--- config.mk ---
export PLATFORM = sky130hd
export DESIGN_NAME = key_click_decoder_flat
export DESIGN_NICKNAME = d
export VERILOG_FILES = /design/src/rtl/key_click_decoder_pkg.sv /design/src/rtl/key_click_decoder_if.sv /design/src/rtl/key_click_decoder.sv /design/src/flat_wrapper.sv
export SDC_FILE = /design/constraint.sdc
export NUM_CORES = 1
export LEC_CHECK = 0
export CORE_MARGIN = 3
export CORE_UTILIZATION = 50
export DETAILED_ROUTE_END_ITERATION = 16
export GPL_ROUTABILITY_DRIVEN = 0
export PLACE_DENSITY = 0.8
export SLEW_MARGIN = 30
export SYNTH_ARGS = -nofsm -noshare
export SYNTH_HDL_FRONTEND = slang
export SYNTH_SLANG_ARGS = --single-unit
export TNS_END_PERCENT = 30
--- constraint.sdc ---
create_clock -name sys_clk -period 4.75 [get_ports sys_clk]
set_input_delay 1.425 -clock sys_clk [delete_from_list [all_inputs] [get_ports sys_clk]]
set_output_delay 1.425 -clock sys_clk [all_outputs]
set_load 0.02 [all_outputs]
--- src/rtl/key_click_decoder_pkg.sv ---
// Shared constants and types for the key click decoder: window defaults,
// FSM state type and the event bundle.
package key_click_decoder_pkg;

    localparam int unsigned CNT_WIN_W = 25;
    localparam int unsigned CLICK_W   = 2;

    // 500 ms at 50 MHz; the debouncer's 20 ms CNT_MAX sits beside it so key_top sets both here.
    localparam logic [CNT_WIN_W-1:0] CNT_WIN_DEFAULT     = 25'd25_000_000;
    localparam logic [19:0]          KEY_CNT_MAX_DEFAULT = 20'd999_999;

    localparam logic [CLICK_W-1:0] CLICKS_ONE = 2'd1;
    localparam logic [CLICK_W-1:0] CLICKS_TWO = 2'd2;

    typedef enum logic [1:0] {
        ST_IDLE = 2'b01,
        ST_WAIT = 2'b10
    } click_state_e;

    typedef struct packed {
        logic single_click;
        logic double_click;
        logic triple_click;
    } click_event_t;

    // Event emitted when the window closes with the given number of clicks.
    function automatic click_event_t expiry_event(input logic [CLICK_W-1:0] clicks);
        click_event_t ev;
        ev              = '0;
        ev.single_click = (clicks == CLICKS_ONE);
        ev.double_click = (clicks == CLICKS_TWO);
        return ev;
    endfunction

endpackage

--- src/rtl/key_click_decoder_if.sv ---
// Click-decoder signal bundle: debounced key pulse in, click events and status out.
interface key_click_decoder_if;
    import key_click_decoder_pkg::*;

    logic               key_flag;
    logic               single_click;
    logic               double_click;
    logic               triple_click;
    logic [CLICK_W-1:0] click_cnt;
    logic               busy;

    modport master (
        output key_flag,
        input  single_click,
        input  double_click,
        input  triple_click,
        input  click_cnt,
        input  busy
    );

    modport slave (
        input  key_flag,
        output single_click,
        output double_click,
        output triple_click,
        output click_cnt,
        output busy
    );

endinterface

--- src/rtl/key_click_decoder.sv ---
// Groups debounced key presses into single/double/triple click events using
// an inter-click window timer; every output is registered.
module key_click_decoder
    import key_click_decoder_pkg::*;
#(
    parameter logic [CNT_WIN_W-1:0] CNT_WIN = CNT_WIN_DEFAULT
) (
    input  logic                  sys_clk,
    input  logic                  sys_rst_n,
    key_click_decoder_if.slave    kc
);

    localparam logic [CNT_WIN_W-1:0] WIN_LAST = CNT_WIN - CNT_WIN_W'(1);

    click_state_e         state_q,     state_d;
    logic [CNT_WIN_W-1:0] cnt_win_q,   cnt_win_d;
    logic [CLICK_W-1:0]   click_cnt_q, click_cnt_d;
    click_event_t         event_q,     event_d;

    always_comb begin
        state_d     = state_q;
        cnt_win_d   = cnt_win_q;
        click_cnt_d = click_cnt_q;
        event_d     = '0;

        case (state_q)
            ST_IDLE: begin
                cnt_win_d   = '0;
                click_cnt_d = '0;
                if (kc.key_flag) begin
                    state_d     = ST_WAIT;
                    click_cnt_d = CLICKS_ONE;
                end
            end

            ST_WAIT: begin
                // key_flag is tested before expiry so a click on the last window cycle still counts.
                if (kc.key_flag) begin
                    cnt_win_d = '0;
                    if (click_cnt_q == CLICKS_TWO) begin
                        event_d.triple_click = 1'b1;
                        state_d              = ST_IDLE;
                        click_cnt_d          = '0;
                    end else begin
                        click_cnt_d = click_cnt_q + CLICK_W'(1);
                    end
                end else if (cnt_win_q == WIN_LAST) begin
                    event_d     = expiry_event(click_cnt_q);
                    state_d     = ST_IDLE;
                    cnt_win_d   = '0;
                    click_cnt_d = '0;
                end else begin
                    cnt_win_d = cnt_win_q + CNT_WIN_W'(1);
                end
            end

            default: begin
                state_d     = ST_IDLE;
                cnt_win_d   = '0;
                click_cnt_d = '0;
            end
        endcase
    end

    always_ff @(posedge sys_clk or negedge sys_rst_n) begin
        if (!sys_rst_n) begin
            state_q     <= ST_IDLE;
            cnt_win_q   <= '0;
            click_cnt_q <= '0;
            event_q     <= '0;
        end else begin
            state_q     <= state_d;
            cnt_win_q   <= cnt_win_d;
            click_cnt_q <= click_cnt_d;
            event_q     <= event_d;
        end
    end

    assign kc.single_click = event_q.single_click;
    assign kc.double_click = event_q.double_click;
    assign kc.triple_click = event_q.triple_click;
    assign kc.click_cnt    = click_cnt_q;
    assign kc.busy         = (state_q == ST_WAIT);

endmodule

--- src/flat_wrapper.sv ---
// flat-port wrapper written by rule: the top's interface ports become plain ports
module key_click_decoder_flat import key_click_decoder_pkg::*;
#(
    parameter logic [CNT_WIN_W-1:0] CNT_WIN = CNT_WIN_DEFAULT
)
  (sys_clk, sys_rst_n, kc_key_flag, kc_single_click, kc_double_click, kc_triple_click, kc_click_cnt, kc_busy);
  key_click_decoder_if kc_i ();
  input  logic sys_clk;
  input  logic sys_rst_n;
  input wire logic [$bits(kc_i.key_flag)-1:0] kc_key_flag;
  output wire logic [$bits(kc_i.single_click)-1:0] kc_single_click;
  output wire logic [$bits(kc_i.double_click)-1:0] kc_double_click;
  output wire logic [$bits(kc_i.triple_click)-1:0] kc_triple_click;
  output wire logic [$bits(kc_i.click_cnt)-1:0] kc_click_cnt;
  output wire logic [$bits(kc_i.busy)-1:0] kc_busy;
  assign kc_i.key_flag = kc_key_flag;
  assign kc_single_click = kc_i.single_click;
  assign kc_double_click = kc_i.double_click;
  assign kc_triple_click = kc_i.triple_click;
  assign kc_click_cnt = kc_i.click_cnt;
  assign kc_busy = kc_i.busy;
  key_click_decoder #(.CNT_WIN(CNT_WIN)) u_core (.sys_clk(sys_clk), .sys_rst_n(sys_rst_n), .kc(kc_i));
endmodule
==> results of run 1 <==
[metrics by stage]
stage | worst slack [ns] | hold slack [ns] | area (µm²) | utilization (%)
2_1_floorplan | 2.31 | 0.474 | 1620 | -
3_3_place_gp | 1.95 | 0.497 | 1740 | 56.5
3_5_place_dp | 1.89 | 0.510 | 1740 | 56.5
4_1_cts | 1.53 | 0.537 | 1800 | 58.5
5_1_grt | 1.43 | 0.562 | 1800 | 58.5
6_report | 1.53 | 0.525 | 1800 | 58.5
[report_power, final]
| part | switching [µW] | internal (µW) | total, µW | leakage, µW |
|---|---|---|---|---|
| sequential | 14.6 | 289 | 303 | 0.000442 |
| combinational | 70.4 | 46.7 | 117 | 0.000185 |
| clock | 87.8 | 73.0 | 161 | 0.0000326 |
| total | 173 | 409 | 581 | 0.000659 |
[placed cells by master (no fill, tap or decap), drive strengths merged, types with 2 or more instances in the layout]
cell	n
buf	2
nand2b	2
o21ai	7
or3	6
nor3	5
a311oi	2
inv	9
xor2	2
ha	3
clkbuf	8
nand2	7
nand4	6
clkdlybuf4s50	8
a21oi	14
or4	8
nand3	8
dfrtp	31
and3	3
nor4	3
xnor2	10
nor2	20
o31ai	7
[logic make-up (layout without fill, tap and decap cells)]
kind of cell	Yosys count	in the layout	share of synthesized area, %
AOI/OAI and AO/OA	32	32	11.7
adders and majority gates	3	3	2.32
DFF	32	32	49.5
and+or+nand+nor	75	75	26.0
xor gates and xnor gates	12	12	6.48
buffers and inverters	15	27	4.01
[sequential cells by signal, summed over array words and instances (netlist names)]
| signal | cells |
|---|---|
| u_core.kc.triple_click | 1 |
| u_core.kc.single_click | 1 |
| u_core.cnt_win_q | 25 |
| u_core.state_q | 2 |
| u_core.kc.click_cnt | 2 |
| u_core.kc.double_click | 1 |
[area by class of cell]
type	count	share of cell area, %
multi-input combinational	122	41.9
inverter	9	1.88
tap	44	3.06
timing repair buffer	10	5.29
clock buffer	8	3.27
sequential	32	44.6
[worst max-delay path: cells and delay by family (launching register included)]
kind / cells / cell delay (ns)
buffers and inverters: 2 / 0.63
DFF: 1 / 0.56
adders and majority gates: 1 / 0.28
[how the worst max path moves through the flow]
stage	start	to
6_report	u_core.state_q[0]	kc_busy
5_1_grt	u_core.state_q[0]	kc_busy
4_1_cts	u_core.state_q[0]	kc_busy
3_5_place_dp	u_core.state_q[0]	kc_busy
3_3_place_gp	u_core.state_q[0]	kc_busy
2_1_floorplan	kc_key_flag	u_core.cnt_win_q[2]
[layer usage]
metal	track usage [%]	vias up	wire (µm)
li1	-	634	-
met2	32.8	25	1640
met5	0	-	0
met3	4.32	5	93
met1	19.8	649	1360
met4	6.89	0	40
[Yosys cell counts (2+ instances only)]
cell and count:
dfrtp_1 31, nand3_1 7, nor2_1 20, o21ai_0 6
nand2b_1 2, ha_1 3, or4_1 7, and3_1 2
a21oi_1 14, nor4_1 3, clkbuf_1 4, xor2_1 2
xnor2_1 10, a311oi_1 2, or3_1 5, nand4_1 5
nand2_1 7, inv_1 9, nor3_1 5, o31ai_1 7
==> impl_metrics.toml, run 1 <==
[worst_setup_path]
start_kind = "flip-flop"
timing.rr.end = "u_core.cnt_win_q[24]"
crit_required_ns = 3.32
worstPathArrival_ns = 1.80
cpPeakStageDelay_ns = 0.57
criticalPathCategory = "reg2out"
worstRegToRegCells = 5
path_cells = "inv_1, ha_1, clkdlybuf4s50_1"
r2r_start = "u_core.cnt_win_q[0]"
critPathCaptureType = "output port"
critPathMaxFanout = 7
r2r_setup_slack_ns = 2.47
cp_slowest_cell = "clkdlybuf4s50_1"

[synth]
yosysUniqueCellTypes = 38
synth_seq_area_share_pct = 49.5
synthTopCellsByArea = "dfrtp_1 (48%), xnor2_1 (5.4%), nor2_1 (4.6%), a21oi_1 (4.3%), o31ai_1 (3.2%)"
yosysWarnings = 0
yosysTopAreaCell = "dfrtp_1"
synth_seq_cells = 32
synth_edf_count = 0
async_flop_share_pct = 100
syn_avg_cell_area_um2 = 9.60
syn_area_um2 = 1620
synth_cells = 169
synth_top_cell_area_share_pct = 47.8
syn_nets = 175
synth_ff_type = "dfrtp_1"

[clocking]
clk_pin_slew_ns = 0.09
cts_buffers = 5
cts_setup_buffers = 0
clk_path_buf_depth = 2
cts-resized-gates = 0
postCtsHoldBufs = 0
cts_tree = "yes"
h-tree-depth = 2
clk_latency_ns = 0.33
clock-root-buffer = "clkbuf_4"
clock_sinks = 32

[route]
antenna_left = 0
first_iter_violations = 116
remaining_drc_errors = 0
dr_total_vias = 1313
routed_wl_um = 3140
viasPerCell = 5.84
routedWlPerCell_um = 13.9
dr.pass1.iters = 4

[die]
die_w_um = 63.0
start_util_pct = 52.7
core_area_um2 = 3080
die_y_um = 63.0
dieArea_um2 = 3960
num_io_pins = 9
rows = 20

[timing]
period_minus_slack_ns = 3.22
slew_violations = 0
max-slew-margin-rel_pct = 70.0
period_share_pct = 67.9
fin_setup_tns_ns = 0
finClkSkew_ns = 0.0110
hold_viol = 0
max_freq_mhz = 310
setup_viol = 0
tightest_slew_ns = 0.449
rsz0062_at_grt = "no"

[hold_path]
hp-class = "reg2reg"
holdPathEnd = "u_core.cnt_win_q[0]"
hold_depth = 1
min-delay-start = "u_core.cnt_win_q[0]"

[cells_and_area]
layout-drive-gt1-share_pct = 8.29
regArea_um2 = 802
fin_cells = 225
area_delta_synth_final_pct = 11.0
multi_input_area_um2 = 754
nets = 186
diodes = 0
nFillCells = 265

[global_routing]
grt_pass1_vias = 1350
grt_usage_pct = 18.0
grt_pass1_wl_um = 5670
grt_antenna_before_repair = 0
grt_max_degree = 33
grt-ovfl-total = 0

[flow_run]
max_cap_violations = 0

[placement]
dp_cells = 217
port_buffers = 8
hpwl_um = 2170

[outcome]
status = "complete, no violations"

[pwr]
peakVddDrop_mv = 0.219
total_power_uw = 581
power_density_nw_per_um2 = 323
p_leak_uw = 0.000659
(Power assumes the default switching activity.)
==> run 2, diff against run 1 <==
==> constraint.sdc (replaced) <==
create_clock -name sys_clk -period 3.3 [get_ports sys_clk]
set_input_delay 0.99 -clock sys_clk [delete_from_list [all_inputs] [get_ports sys_clk]]
set_output_delay 0.99 -clock sys_clk [all_outputs]
set_load 0.02 [all_outputs]
==> results of run 2 <==
Same layout as run 1 (identical final DEF). Status: complete, no violations.
Among the figures that moved: setup slack after placement 1.89 ns -> 0.878 ns; setup slack after layout 1.53 ns -> 0.511 ns; register-to-register setup slack 2.47 ns -> 1.02 ns; total power 581 µW -> 837 µW; worst IR drop on VDD 0.219 mV -> 0.315 mV
==> run 3, diff against run 2 <==
--- a/config.mk
+++ b/config.mk
@@ -9,7 +9,7 @@
 export CORE_UTILIZATION = 50
 export DETAILED_ROUTE_END_ITERATION = 16
 export GPL_ROUTABILITY_DRIVEN = 0
-export PLACE_DENSITY = 0.8
+export PLACE_DENSITY = 0.82
 export SLEW_MARGIN = 30
 export SYNTH_ARGS = -nofsm -noshare
 export SYNTH_HDL_FRONTEND = slang
==> constraint.sdc (replaced) <==
create_clock -name sys_clk -period 2.54 [get_ports sys_clk]
set_input_delay 0.762 -clock sys_clk [delete_from_list [all_inputs] [get_ports sys_clk]]
set_output_delay 0.762 -clock sys_clk [all_outputs]
set_load 0.02 [all_outputs]
==> run 3 against run 2 <==
  * Hold slack improved by 0.0021 ns
  * Setup slack worse by 0.30 ns
  * Sequential power rose by 29%
  * Die area unchanged
  * First-iteration DRC count shrank 6.9%
  * Sequential share of layout area about the same
  * Critical endpoint unchanged
  * Final cell count unchanged
==> impl_metrics.toml, run 3 (same netlist as run 1, synthesis figures left out) <==
[route]
routed_wl_um = 3220
dr_total_vias = 1275
dr.pass1.iters = 4
remaining_drc_errors = 0
antenna_left = 0
routedWlPerCell_um = 14.3
viasPerCell = 5.67
first_iter_violations = 108

[placement]
port_buffers = 8
hpwl_um = 2290
place_ws_ns = 0.332

[timing]
max_freq_mhz = 429
finClkSkew_ns = 0.00672
max-slew-margin-rel_pct = 70.0
rsz0062_at_grt = "no"
period_share_pct = 91.7
tightest_slew_ns = 0.449
slew_violations = 0
fin_ws_ns = 0.211
hold_viol = 0
fin_setup_tns_ns = 0
setup_viol = 0
period_minus_slack_ns = 2.33

[clocking]
cts_tree = "yes"
clk_path_buf_depth = 2
h-tree-depth = 2
clock_sinks = 32
postCtsHoldBufs = 0
cts_setup_buffers = 0
clk_pin_slew_ns = 0.09
cts_buffers = 5
clock-root-buffer = "clkbuf_4"
cts-resized-gates = 1
clk_latency_ns = 0.33

[global_routing]
grt_max_degree = 33
grt_antenna_before_repair = 0
grt_usage_pct = 18.3
use_met1_pct = 21.1
grt_pass1_wl_um = 5630
grt_pass1_vias = 1274
grt-ovfl-total = 0
grt_use_met3_pct = 5.58
grt.busiest_layer = "met2"
use_met2_pct = 31.4

[pwr]
power_density_nw_per_um2 = 598
peakVddDrop_mv = 0.427
p_leak_uw = 0.000663

[worst_setup_path]
worstRegToRegCells = 5
critPathMaxFanout = 7
timing.rr.end = "u_core.cnt_win_q[24]"
criticalPathCategory = "reg2out"
critPathCaptureType = "output port"
r2r_setup_slack_ns = 0.29
cp_slowest_cell = "dfstp_2"
start_kind = "flip-flop"
r2r_start = "u_core.cnt_win_q[0]"
worstPathArrival_ns = 1.57
cpPeakStageDelay_ns = 0.56
crit_required_ns = 1.78
path_cells = "inv_1, ha_1, dlygate4sd2_1"

[cells_and_area]
nFillCells = 275
regArea_um2 = 802
diodes = 0
multi_input_area_um2 = 754
final_common_cell = "dfrtp_1"
layout-drive-gt1-share_pct = 8.29
final_cell_mix = "dfrtp_1 (31), nor2_1 (20), a21oi_1 (14)"
nets = 186
area_delta_synth_final_pct = 10.9
largest_reg_flops = 25
regMostFlops = "u_core.cnt_win_q"

[die]
die_y_um = 63.0
core_area_um2 = 3080
start_util_pct = 52.7
dieArea_um2 = 3960
rows = 20
num_io_pins = 9
die_w_um = 63.0

[flow_run]
max_cap_violations = 0

[hold_path]
hold_depth = 1
holdPathEnd = "u_core.cnt_win_q[0]"
hp-class = "reg2reg"
min-delay-start = "u_core.cnt_win_q[0]"

[outcome]
status = "complete, no violations"
[run 3: changes by cell type in the layout (fill, tap and decap cells not counted), sizes merged]
cell	previous run	this run
clkdlybuf4s50	8	7
dlygate4sd2	0	1
[run 3: per-stage QoR]
stage	hold slack (ns)	power (µW)	util [%]	cell area, µm²	cells
after floorplan	0.466	711	-	1620	169
final	0.527	1080	58.4	1800	225
after global routing	0.550	1150	58.4	1800	225
after detailed placement	0.509	789	56.5	1740	217
after CTS	0.522	1090	58.4	1800	225
after global placement	0.485	771	56.5	1740	217
[run 3: layout make-up]
class / instances / share of cell area [%]
flip-flops and latches: 32 / 44.6
multi-input cells: 122 / 42.0
repair buffers: 10 / 5.22
clock buffers: 8 / 3.27
well taps: 44 / 3.06
inverters: 9 / 1.88
[run 3: worst max-delay path by stage]
stage,startpoint,end,slack [ns],cells past startpoint
floorplan,u_core.cnt_win_q[0],u_core.cnt_win_q[22],0.55,6
global placement,u_core.cnt_win_q[0],u_core.cnt_win_q[24],0.40,5
detailed placement,u_core.cnt_win_q[0],u_core.cnt_win_q[24],0.33,5
CTS,u_core.state_q[0],kc_busy,0.20,3
global route,u_core.state_q[0],kc_busy,0.13,3
finish,u_core.state_q[0],kc_busy,0.21,3
[run 3: critical path, delay by kind of cell, from the launching register on]
family,cells,cell delay [ns]
adder cells (fa/ha/maj),1,0.27
buffers and inverters,2,0.41
flip-flops,1,0.56
[run 3: per-layer routing]
metal,share of wire (%),vias to the layer above,wire length [µm]
met5,0,-,0
met4,1.6,0,50
met3,4.3,7,140
met2,52,26,1670
met1,42,614,1360
li1,-,628,-
[run 3: power breakdown]
part	switching [µW]	total, µW	internal, µW
logic	128	212	84.0
clock network	162	298	136
registers	24.8	565	540
